--- src/rtl/serial_add_ctrl_pkg.sv ---
// Shared definitions for the bit-serial adder controller: FSM state
// encodings and the default operand width.
package serial_add_defs;

   localparam int DEFAULT_WIDTH = 8;

   typedef enum logic [1:0] {
      S_IDLE = 2'd0,
      S_RUN  = 2'd1,
      S_DONE = 2'd2
   } state_t;

endpackage

--- src/rtl/serial_add_ctrl_if.sv ---
// Start/busy/done handshake bundle between a requester (master) and the
// bit-serial adder controller (slave).
interface serial_add_ctrl_if
   import serial_add_defs::*;
   #(parameter int WIDTH = DEFAULT_WIDTH);

   logic             start;
   logic [WIDTH-1:0] a;
   logic [WIDTH-1:0] b;
   logic             cin;
   logic             busy;
   logic             done;
   logic [WIDTH-1:0] sum;
   logic             cout;

   modport master (
      output start, a, b, cin,
      input  busy, done, sum, cout
   );

   modport slave (
      input  start, a, b, cin,
      output busy, done, sum, cout
   );

endinterface

--- src/rtl/full_adder.sv ---
// Existing single-bit full adder cell reused once per bit slice.
module full_adder (
   input  logic a,
   input  logic b,
   input  logic cin,
   output logic sum,
   output logic cout
);

   assign sum  = a ^ b ^ cin;
   assign cout = (a & b) | (cin & (a ^ b));

endmodule

--- src/rtl/serial_add_ctrl.sv ---
// Bit-serial adder controller: walks one full_adder cell across WIDTH
// clock cycles, LSB first, holding the carry in a register between
// slices. The requester sees a start/busy/done handshake and a registered
// sum/cout that only changes when an add completes.
module serial_add_ctrl
   import serial_add_defs::*;
   #(parameter int WIDTH = DEFAULT_WIDTH)
(
   input  logic             clk,
   input  logic             rst,
   serial_add_ctrl_if.slave bus
);

   localparam int            CW       = $clog2(WIDTH);
   localparam logic [CW-1:0] LAST_CNT = CW'(WIDTH - 1);

   state_t           r_state;
   state_t           w_stateNext;

   logic [WIDTH-1:0] r_aSh;
   logic [WIDTH-1:0] r_bSh;
   // Only the upper WIDTH-1 bits of the partial result need storage: the
   // bit that would drop out of the bottom is always a stale slice.
   logic [WIDTH-2:0] r_rHi;
   logic             r_carry;
   logic [CW-1:0]    r_cnt;
   logic [WIDTH-1:0] r_sum;
   logic             r_cout;

   logic             w_faSum;
   logic             w_faCout;
   logic [WIDTH-1:0] w_rNext;
   logic             w_lastSlice;

   // The single shared 1-bit adder works on the current LSBs and the held carry.
   full_adder fa0 (
      .a    (r_aSh[0]),
      .b    (r_bSh[0]),
      .cin  (r_carry),
      .sum  (w_faSum),
      .cout (w_faCout)
   );

   assign w_rNext     = {w_faSum, r_rHi};
   assign w_lastSlice = (r_cnt == LAST_CNT);

   assign bus.busy = (r_state == S_RUN);
   assign bus.done = (r_state == S_DONE);
   assign bus.sum  = r_sum;
   assign bus.cout = r_cout;

   // State register; reset aborts any add in progress.
   always_ff @(posedge clk or posedge rst) begin
      if (rst) begin
         r_state <= S_IDLE;
      end else begin
         r_state <= w_stateNext;
      end
   end

   // Next-state decode: accept in IDLE, run WIDTH slices, one DONE cycle.
   always_comb begin
      w_stateNext = r_state;
      case (r_state)
         S_IDLE:  if (bus.start)  w_stateNext = S_RUN;
         S_RUN:   if (w_lastSlice) w_stateNext = S_DONE;
         S_DONE:  w_stateNext = S_IDLE;
         default: w_stateNext = S_IDLE;
      endcase
   end

   // Datapath: capture operands on accept, shift one slice per RUN cycle,
   // and publish sum/cout only on the final slice.
   always_ff @(posedge clk or posedge rst) begin
      if (rst) begin
         r_aSh   <= '0;
         r_bSh   <= '0;
         r_rHi   <= '0;
         r_carry <= 1'b0;
         r_cnt   <= '0;
         r_sum   <= '0;
         r_cout  <= 1'b0;
      end else begin
         case (r_state)
            S_IDLE: begin
               if (bus.start) begin
                  r_aSh   <= bus.a;
                  r_bSh   <= bus.b;
                  r_carry <= bus.cin;
                  r_cnt   <= '0;
               end
            end
            S_RUN: begin
               r_aSh   <= {1'b0, r_aSh[WIDTH-1:1]};
               r_bSh   <= {1'b0, r_bSh[WIDTH-1:1]};
               r_rHi   <= w_rNext[WIDTH-1:1];
               r_carry <= w_faCout;
               r_cnt   <= r_cnt + 1'b1;
               if (w_lastSlice) begin
                  r_sum  <= w_rNext;
                  r_cout <= w_faCout;
               end
            end
            default: begin
            end
         endcase
      end
   end

endmodule
--- src/flat_wrapper.sv ---
// flat-port wrapper written by rule: the top's interface ports become plain ports
module serial_add_ctrl_flat import serial_add_defs::*;
#(parameter int WIDTH = DEFAULT_WIDTH)
  (clk, rst, bus_start, bus_a, bus_b, bus_cin, bus_busy, bus_done, bus_sum, bus_cout);
  serial_add_ctrl_if #(.WIDTH(WIDTH)) bus_i ();
  input  logic clk;
  input  logic rst;
  input wire logic [$bits(bus_i.start)-1:0] bus_start;
  input wire logic [$bits(bus_i.a)-1:0] bus_a;
  input wire logic [$bits(bus_i.b)-1:0] bus_b;
  input wire logic [$bits(bus_i.cin)-1:0] bus_cin;
  output wire logic [$bits(bus_i.busy)-1:0] bus_busy;
  output wire logic [$bits(bus_i.done)-1:0] bus_done;
  output wire logic [$bits(bus_i.sum)-1:0] bus_sum;
  output wire logic [$bits(bus_i.cout)-1:0] bus_cout;
  assign bus_i.start = bus_start;
  assign bus_i.a = bus_a;
  assign bus_i.b = bus_b;
  assign bus_i.cin = bus_cin;
  assign bus_busy = bus_i.busy;
  assign bus_done = bus_i.done;
  assign bus_sum = bus_i.sum;
  assign bus_cout = bus_i.cout;
  serial_add_ctrl #(.WIDTH(WIDTH)) u_core (.clk(clk), .rst(rst), .bus(bus_i));
endmodule
--- config.mk ---
export PLATFORM = sky130hd
export DESIGN_NAME = serial_add_ctrl_flat
export DESIGN_NICKNAME = d
export VERILOG_FILES = /design/src/rtl/serial_add_ctrl_pkg.sv /design/src/rtl/serial_add_ctrl_if.sv /design/src/rtl/full_adder.sv /design/src/rtl/serial_add_ctrl.sv /design/src/flat_wrapper.sv
export SDC_FILE = /design/constraint.sdc
export NUM_CORES = 1
export LEC_CHECK = 0
export CAP_MARGIN = 20
export CORE_MARGIN = 10
export CORE_UTILIZATION = 45
export DETAILED_ROUTE_END_ITERATION = 10
export GPL_TIMING_DRIVEN = 0
export PLACE_DENSITY = 0.82
export SLEW_MARGIN = 5
export SYNTH_ARGS = -nofsm -noshare
export SYNTH_HDL_FRONTEND = slang
export SYNTH_SLANG_ARGS = --single-unit
--- constraint.sdc ---
create_clock -name clk -period 1.9 [get_ports clk]
set_input_delay 0.38 -clock clk [delete_from_list [all_inputs] [get_ports clk]]
set_output_delay 0.38 -clock clk [all_outputs]
set_load 0.01 [all_outputs]
# Word level (Yosys, flattened, before mapping)
# Index checks and enable logic that the tools add are counted.
# totals
out_inout_bits	11
in_bits	20
register_bits	38
elab_cells	35
# op_classes
reduce_logical	5
n_eq_ne	5
addsub	1
bitwise_logic	5
n_mux	11
# op_table
operator	count
8-bit case mux with 2 select lines	2
8-bit two-way mux	2
3-bit case mux with 2 select lines	1
2-bit AND reduction	3
2-bit two-way mux	2
2-bit case mux with 2 select lines	1
3-bit by 1-bit adder with 3-bit output, second input constant	1
3-bit equality test, second input constant	1
3-bit two-way mux	1
1-bit AND	2
2-bit by 1-bit equality test with 1-bit output, second input constant	1
2-bit equality test, second input constant	1
2-bit logical NOT	1
2-bit by 1-bit != test with 1-bit output, second input constant	1
2-bit != test, second input constant	1
1-bit case mux with 2 select lines	1
2-bit nonzero test	1
1-bit bitwise XOR	2
1-bit two-way mux	1
1-bit bitwise OR	1

# Depth between registers and ports, before layout
# Gate-level depths: netlist of the first run.
# logic_depth
ltp_word	4
depth_mapped	5
depth_no_buf	4

# Cells and area by module
# A second synthesis of the first run with hierarchy kept.
# unflattened
cells_unflattened	142
area_unflattened_um2	1791.7
# modules_own_cells
mod	area_each_um2	cells_each	seq_area_each_um2	instances
serial_add_ctrl	1771.7	141	950.9	1
full_adder	20.0	1	0.0	1

# Worst setup path before layout of the first run
# OpenSTA, ideal clock, no wires.
# synth_timing
path_type	reg2reg
startpoint	register u_core.r_cnt[0]
endpoint	register u_core.r_cout (netlist: u_core.bus.cout)
path_buffers	1
required_time_ns	1.775
synth_period_minus_slack_ns	1.471
path_stages_with_launch	6
path_slack_ns	0.429
setup_time_ns	0.125
arrival_ns	1.346
path_cell_list	dfrtp_1 ha_1 ha_1 nand3b_1 buf_2 mux2_2
# synth_between
elab_chain_cells	2
# synth_rtl
element	line	source
start: declaration	serial_add_ctrl.sv:26	logic [CW-1:0] r_cnt;
start signal: assignment	serial_add_ctrl.sv:98	r_cnt <= r_cnt + 1'b1;
3-bit equality test	serial_add_ctrl.sv:45	assign w_lastSlice = (r_cnt == LAST_CNT);
2-bit AND reduction (no line)	n/a	
end signal: assignment	serial_add_ctrl.sv:101	r_cout <= w_faCout;
end: declaration	serial_add_ctrl.sv:28	logic r_cout;
# Every way passes these cells.
# A chain may end at the register's enable or synchronous reset.

# Final worst setup path of the first run
# layout_timing
startpoint	register u_core.r_state[0]
endpoint	output port bus_done
# layout_between
elab_chain_cells	1
# layout_rtl
element	line	source
start: declaration	serial_add_ctrl.sv:17	state_t r_state;
start signal: assignment	serial_add_ctrl.sv:57	r_state <= w_stateNext;
2-bit equality test	serial_add_ctrl.sv:48	assign bus.done = (r_state == S_DONE);
end: declaration	flat_wrapper.sv:13	output wire logic [$bits(bus_i.done)-1:0] bus_done;
# Every way passes these cells.

==> run summary, run 1 <==
The logs give 0 for the count of warnings emitted by yosys and 2 for the clock tree buffer depth. Starting utilization of the core area: 46.78%. Slowest library cell on the worst path: dfrtp_1. The logs give 0.9366 nW for the standby leakage power and 0 for the DRC violation count after routing. In the synthesized netlist, the number of instances is 139. For the pin with the worst max-slew slack, the measured transition is 0.7771 ns. The length of the first detailed-routing pass in iterations was 4; the setup-violating endpoint count in the final report was 0. The die is 81.92 um tall. For this run, the share of the core covered by cells in the final layout is 58.75%. The number of nets handed over by synthesis was 162. The commonest cells after synthesis are dfrtp_1, inv_1, mux2_2. Entering global routing, the biggest net connects 39 pins. In this run, synthesis inferred 0 flip-flops with an integrated enable. The first-pass GRT wire length is 5816 um. Setup repair after global routing left no endpoint under its margin.

The run gives 0 as the post-route antenna net violation count. STA puts the critical path data required time at 1.52 ns. Summed over its instances, the top area cell type makes up 55.11% of the synthesized netlist area.

The cell type contributing the most total cell area after synthesis is dfrtp_1. The worst setup path is of the register to primary output kind. After detailed routing, the total wire length is 3461 um.

The initial antenna violation count was 0. The flow ran to the end, and the final reports show no timing, DRC or antenna violations. The die span in x is 81.92 um, and the post-route clock period utilization is 93.48%.

The number of standard-cell rows in the floorplan is 22, and the share of synthesized registers carrying an async set or reset is 100.0%. For the worst-skew pair, the clock arrives at the later sink with an insertion delay of 0.29 ns. The critical path goes through clkbuf_4 > clkbuf_2 > nor2b_1 > dlygate4sd2_1. The clock drives 38 sinks. The run gives 1275 as the number of global-route vias before repair. The normalized max-slew margin came out at 48.12%. In this run the worst hold path is classified as register to register. The number of I/O port buffers is 29, and the total die area is 6711 sq um. After layout, the worst setup slack is 0.1238 ns.

The total area inside the core boundary comes to 3689 sq um. The largest single stage delay on the critical path is 0.36 ns. For the I/O pin count, the log shows 31. The clock transition at the registers of the reported paths is 0.07 ns, and the count of pins over their slew limit is 0. For the number of violations of the max-capacitance limit, the log shows 0. The tools report the post-layout total power as 0.003319 W. By area the synthesized netlist is led by dfrtp_1, mux2_2, nor3b_1. The detail-routed net length per standard cell was 15.45 um.

The power per standard cell area is 1532 nW/um^2, and the antenna cell count is 0. In the routed layout, each cell is associated on average with a via count of 5.357. The peak ir drop on the vdd network is 0.6674 mV, and the final critical delay including setup and external delays is 1.776 ns. Data arrives at the worst endpoint at 1.40 ns. The post-synthesis instance area came out at 1725 sq um. OpenSTA, run right after detailed placement, puts the worst setup slack at 0.003941 ns.

The type of element launching the critical path was a register. Hold slack: 0.4985 ns. The tools report the clock tree root driver cell as clkbuf_8. Of the cells placed in the final design, the portion with a size suffix greater than 1 is 19.89%. Of all nets on the critical path, the largest fanout is 10.

Counting distinct cell types in the post-synthesis netlist gives 26. The mean instance size in the synthesized netlist is 12.41 sq um, and the area added between synthesis and finish is 25.60%. The count of endpoints failing hold in the final timing report is 0. The via count was 1200; the global route total overflow was 0.

TritonCTS built the clock tree. The flop and latch count out of synthesis was 38; the combined global-route utilization of all metal layers was 11.05%. After the last flow step, the layout net total stands at 198.

The gate family responsible for the most delay along the worst path was buffers and inverters. The worst clock skew on the final layout was 0.001955 ns. The run gives 2517 um as the total half-perimeter wirelength after legalization and detailed placement.

The weighted congestion reported at the end of routability-driven placement is 0.7620. After synthesis, flip-flops and latches occupy 55.11% of the total area. Count of routing violations after the opening detailed-route iteration: 68. Most instantiated library cell after synthesis: dfrtp_1. For this run, the leading register cell type out of synthesis is dfrtp_1. The run gives 2 as the deepest level of the CTS H-tree.

The buffers plus inverters on the worst setup path is 3. The highest clock frequency the design can meet came out at 563.0 MHz. STA classifies the critical path endpoint as a primary output. Counting the buffers created by CTS gives 5.
-- logic make-up after synthesis --
family          count (synthesis)  share of synthesized area [%]
simple gates                   32                          13.56
buf+inv                        27                          6.599
flops                          38                          55.11
compound gates                 22                          11.09
mux                            17                          11.02
fa+ha+maj                       3                          2.610
-- path summary, 6_finish.rpt --
check	startpoint	to	slack [ns]	cells past startpoint
worst min register to register	u_core.r_cnt[0]	u_core.r_cnt[0]	0.50	1
max in group asynchronous	rst	u_core.r_state[1]	0.80	2
worst max register to register	u_core.r_cnt[0]	u_core.bus.sum[2]	0.29	5
min in group asynchronous	rst	u_core.bus.sum[6]	0.56	2
worst min-delay path	u_core.r_cnt[0]	u_core.r_cnt[0]	0.50	1
worst max-delay path	u_core.r_state[0]	bus_done	0.12	4
-- sequential cells by signal, summed over array words and instances (netlist names) --
| name | cells |
|---|---|
| u_core.r_carry | 1 |
| u_core.r_cnt | 3 |
| u_core.r_aSh | 8 |
| u_core.r_state | 2 |
| u_core.r_bSh | 8 |
| u_core.bus.cout | 1 |
| u_core.bus.sum | 8 |
| u_core.r_rHi | 7 |
-- worst reg2reg max path, cell delays in order (launching register included) --
cell	delay, ns
dfrtp_1	0.40
ha_1	0.21
ha_1	0.20
nand3b_1	0.08
buf_2	0.24
mux2_2	0.37
-- per-layer routing --
layer | up-vias | routed length, um | global-route usage [%] | part of all wire [%]
li1 | 562 | - | - | -
met1 | 592 | 1540 | 12.93 | 44
met2 | 42 | 1623 | 18.57 | 47
met3 | 4 | 259 | 4.148 | 7.5
met4 | 0 | 38 | 3.061 | 1.1
met5 | - | 0 | 0 | 0
-- repair_timing --
action	4_1_cts	5_1_grt
setup buffers	0	0
hold buffers	0	0
gates resized for setup	5	3
setup endpoints to repair	2	1
-- stage by stage --
step | cells | area [sq um] | setup TNS (ns)
after floorplan | 139 | 1725 | 0
after global placement | 216 | 2076 | -3.528
after detailed placement | 216 | 2076 | 0
after CTS | 224 | 2168 | 0
after global routing | 224 | 2167 | 0
final | 224 | 2167 | 0
-- cells in the final DEF (no fill, tap or decap), drive strengths merged --
cell type	n
nand3b	1
a22o	4
a221oi	3
o221a	1
nor3b	11
fa	1
nor2	1
mux2	16
o21bai	1
clkdlybuf4s50	27
a211oi	7
nor2b	8
buf	4
nand2b	3
dfrtp	38
clkinv	1
inv	17
dlygate4sd2	1
clkbuf	14
a21oi	1
mux2i	1
or4b	1
ha	2
a222oi	4
nor4b	7
o21ba	1
-- final cells by class --
cell class | count | area [sq um]
sequential | 38 | 952.2
clock inverter | 1 | 5.005
buffer | 10 | 55.05
clock buffer | 7 | 86.33
multi-input combinational | 74 | 660.6
tap | 48 | 60.06
fill | 336 | 1521
timing repair buffer | 29 | 284.0
inverter | 17 | 63.81
-- power breakdown --
part | switching (W) | internal, W
combinational | 0.000603 | 0.000750
clock | 0.000274 | 0.000293
sequential | 0.000205 | 0.00119
Note: power is estimated with default switching activity, not from simulation.
==> inputs of run 2 (changes only) <==
--- a/config.mk
+++ b/config.mk
@@ -9,8 +9,10 @@
 export CORE_MARGIN = 10
 export CORE_UTILIZATION = 45
 export DETAILED_ROUTE_END_ITERATION = 10
+export GPL_ROUTABILITY_DRIVEN = 0
 export GPL_TIMING_DRIVEN = 0
 export PLACE_DENSITY = 0.82
+export SETUP_SLACK_MARGIN = 0.3
 export SLEW_MARGIN = 5
 export SYNTH_ARGS = -nofsm -noshare
 export SYNTH_HDL_FRONTEND = slang
==> run summary, run 2 (synthesis results as in run 1) <==
The run gives 46.78% (unchanged) as the starting utilization of the core area. The critical path starts at u_core.r_state[1]. The clock tree buffer depth was 2 (unchanged); the I/O pin count was 31 (unchanged). The tools report the total length of routed wires as 3552 um (+2.6%). CTS placed an instance of clkbuf_8 at the clock tree root. Hold slack: 0.5043 ns (+0.005817 ns).

The critical path is of the register to primary output type. The tools report the highest clock frequency the design can meet as 634.4 MHz (+13%). The run gives 1226 (+2.2%) as the via count.

The post-route clock period utilization was 82.97% (-11 points). The number of vias per cell works out to 5.307 (-0.93%). The total half-perimeter wirelength after legalization and detailed placement is 2517 um (unchanged), and the internal reg-to-reg setup slack is 0.37 ns (+0.08 ns).

The clock transition at the registers of the reported paths was 0.07 ns (about the same). The transition time at the pin with the least slew margin is 0.7786 ns (+0.001457 ns). The count of routing violations after the opening detailed-route iteration was 68 (unchanged). Setup repair after global routing could not meet its margin everywhere.

In the layout the commonest cells are dfrtp_1, clkdlybuf4s50_1, inv_1, mux2_2, nor3b_1. The logs give 0 (unchanged) for the initial antenna violation count and 5899 um (+1.4%) for the first-pass GRT wire length. Compared with the post-synthesis result, the final layout area differs by 30.60%. Origin of the critical flop-to-flop path: u_core.r_cnt[0]. The worst setup path is launched from a register. The combined global-route utilization of all metal layers is 11.21% (+0.16 points).

The detail-routed net length per standard cell was 15.38 um (-0.48%); the final design area excluding fillers was 2253 sq um (+4.0%). The flow ran to the end, and the final reports show no timing, DRC or antenna violations. For the number of violations of the max-capacitance limit, the log shows 0 (unchanged). The count of endpoints failing hold in the final timing report is 0 (unchanged). The logs give 0.9862 nW (+5.3%) for the standby leakage power and 5 (unchanged) for the number of buffers created by CTS.

The antenna cell count is 0 (unchanged). The core occupancy in the finished layout is 61.09% (+2.3 points), and the share of cells above drive strength 1 is 24.04% (+4.2 points). The deepest level of the CTS H-tree was 2 (unchanged).

The signal arrival time at the worst endpoint is 1.20 ns (-0.20 ns). The number of buffers added to fix hold violations after cts was 0 (unchanged); the critical path required time was 1.52 ns (about the same). The setup-violating endpoint count in the final report is 0 (unchanged). The run gives 0 ns (unchanged) as the setup total negative slack. Clock sink total: 38 (unchanged).

The pin count of the biggest net entering global routing is 39 (unchanged). For the DRC violation count after routing, the log shows 0 (unchanged). TritonCTS built the clock tree.

The type of destination of the critical path is a primary output. The count of pins over their slew limit came out at 0 (unchanged). The total cell area at the placement stage was 2076 sq um (unchanged); the number of standard-cell rows in the floorplan was 22 (unchanged). The core region area was 3689 sq um (unchanged). The total die area is 6711 sq um (unchanged). The die span in x was 81.92 um (unchanged); the global route total overflow was 0 (unchanged).

The tools report the final layout net count as 205 (+3.5%). The length of the first detailed-routing pass in iterations was 5 (+1). The run gives 0 (unchanged) as the post-route antenna net violation count.

In this run the most critical hold path is launched from u_core.bus.sum[5]. The worst clock skew on the final layout is 0.002703 ns (+0.0007482 ns). Clock insertion delay at the later pin of the skew report: 0.29 ns (about the same). For the number of global-route vias before repair, the log shows 1274 (-0.078%).

The most common cell after layout, fill and taps aside is dfrtp_1. The maximum fanout count along the critical path came out at 10 (unchanged). Number of I/O port buffers: 29 (unchanged).

The vertical extent of the die was 81.92 um (unchanged); the final critical delay including setup and external delays was 1.576 ns (-0.1998 ns). The power per standard cell area was 1536 nW/um^2 (+0.29%). The path class of the tightest hold or removal check is register to register. The normalized max-slew margin is 48.02% (-0.097 points).

The peak ir drop on the vdd network was 0.6659 mV (-0.23%).
==> run 2: cell types whose count changed in the layout (fill, tap and decap cells not counted) <==
cell / previous run / this run
clkdlybuf4s50_1: 27 / 26
dlymetal6s2s_1: 0 / 1
buf_6: 1 / 4
nand2b_4: 0 / 1
buf_4: 0 / 7
nand2b_1: 3 / 2
clkbuf_2: 3 / 0
dlygate4sd2_1: 1 / 0
clkbuf_8: 6 / 7
==> run 2: metal layers <==
metal,up-vias,share of wire (%),GRT usage [%]
li1,579,-,-
met1,611,45,13.45
met2,33,47,18.50
met3,3,6.8,4.148
met4,0,0.90,3.061
met5,-,0,0
==> run 2: final cells by class <==
class                   count  area [sq um]
clock inverters             1         5.005
well taps                  48         60.06
fillers                   329          1435
repair buffers             36         341.6
inverters                  17         63.81
plain buffers              10         76.32
clock buffers               7         86.33
multi-input cells          74         668.1
flip-flops and latches     38         952.2
==> run 2: repair_timing <==
item,CTS,global route
resized for setup,17,5
setup buffers,2,5
endpoints found under the setup margin,11,11
==> run 2: final timing paths <==
path	end	cells past startpoint
min in group asynchronous	u_core.bus.sum[6]	2
hold / removal	u_core.bus.sum[5]	1
hold reg to reg	u_core.bus.sum[5]	1
max in group asynchronous	u_core.r_state[1]	2
setup / recovery	bus_done	3
setup reg to reg	u_core.bus.sum[2]	5
==> run 2: power by group <==
group / internal, W / total [W] / switching [W]
sequential: 0.00119 / 0.00140 / 0.000207
combinational: 0.000859 / 0.00150 / 0.000637
clock: 0.000293 / 0.000564 / 0.000272
==> run 2: metrics by stage <==
step	setup WS [ns]	power [W]	instances
after floorplan	0.4294	0.002306	139
after global placement	-0.09433	0.002707	216
after detailed placement	0.003941	0.002790	216
after CTS	0.2825	0.003419	226
after global routing	0.2667	0.003722	231
final	0.3236	0.003461	231
==> run 2: critical path, stage by stage, from the launching register on <==
cell and delay, ns:
dfrtp_2 0.45, clkbuf_4 0.19, nor2b_1 0.14, buf_2 0.13
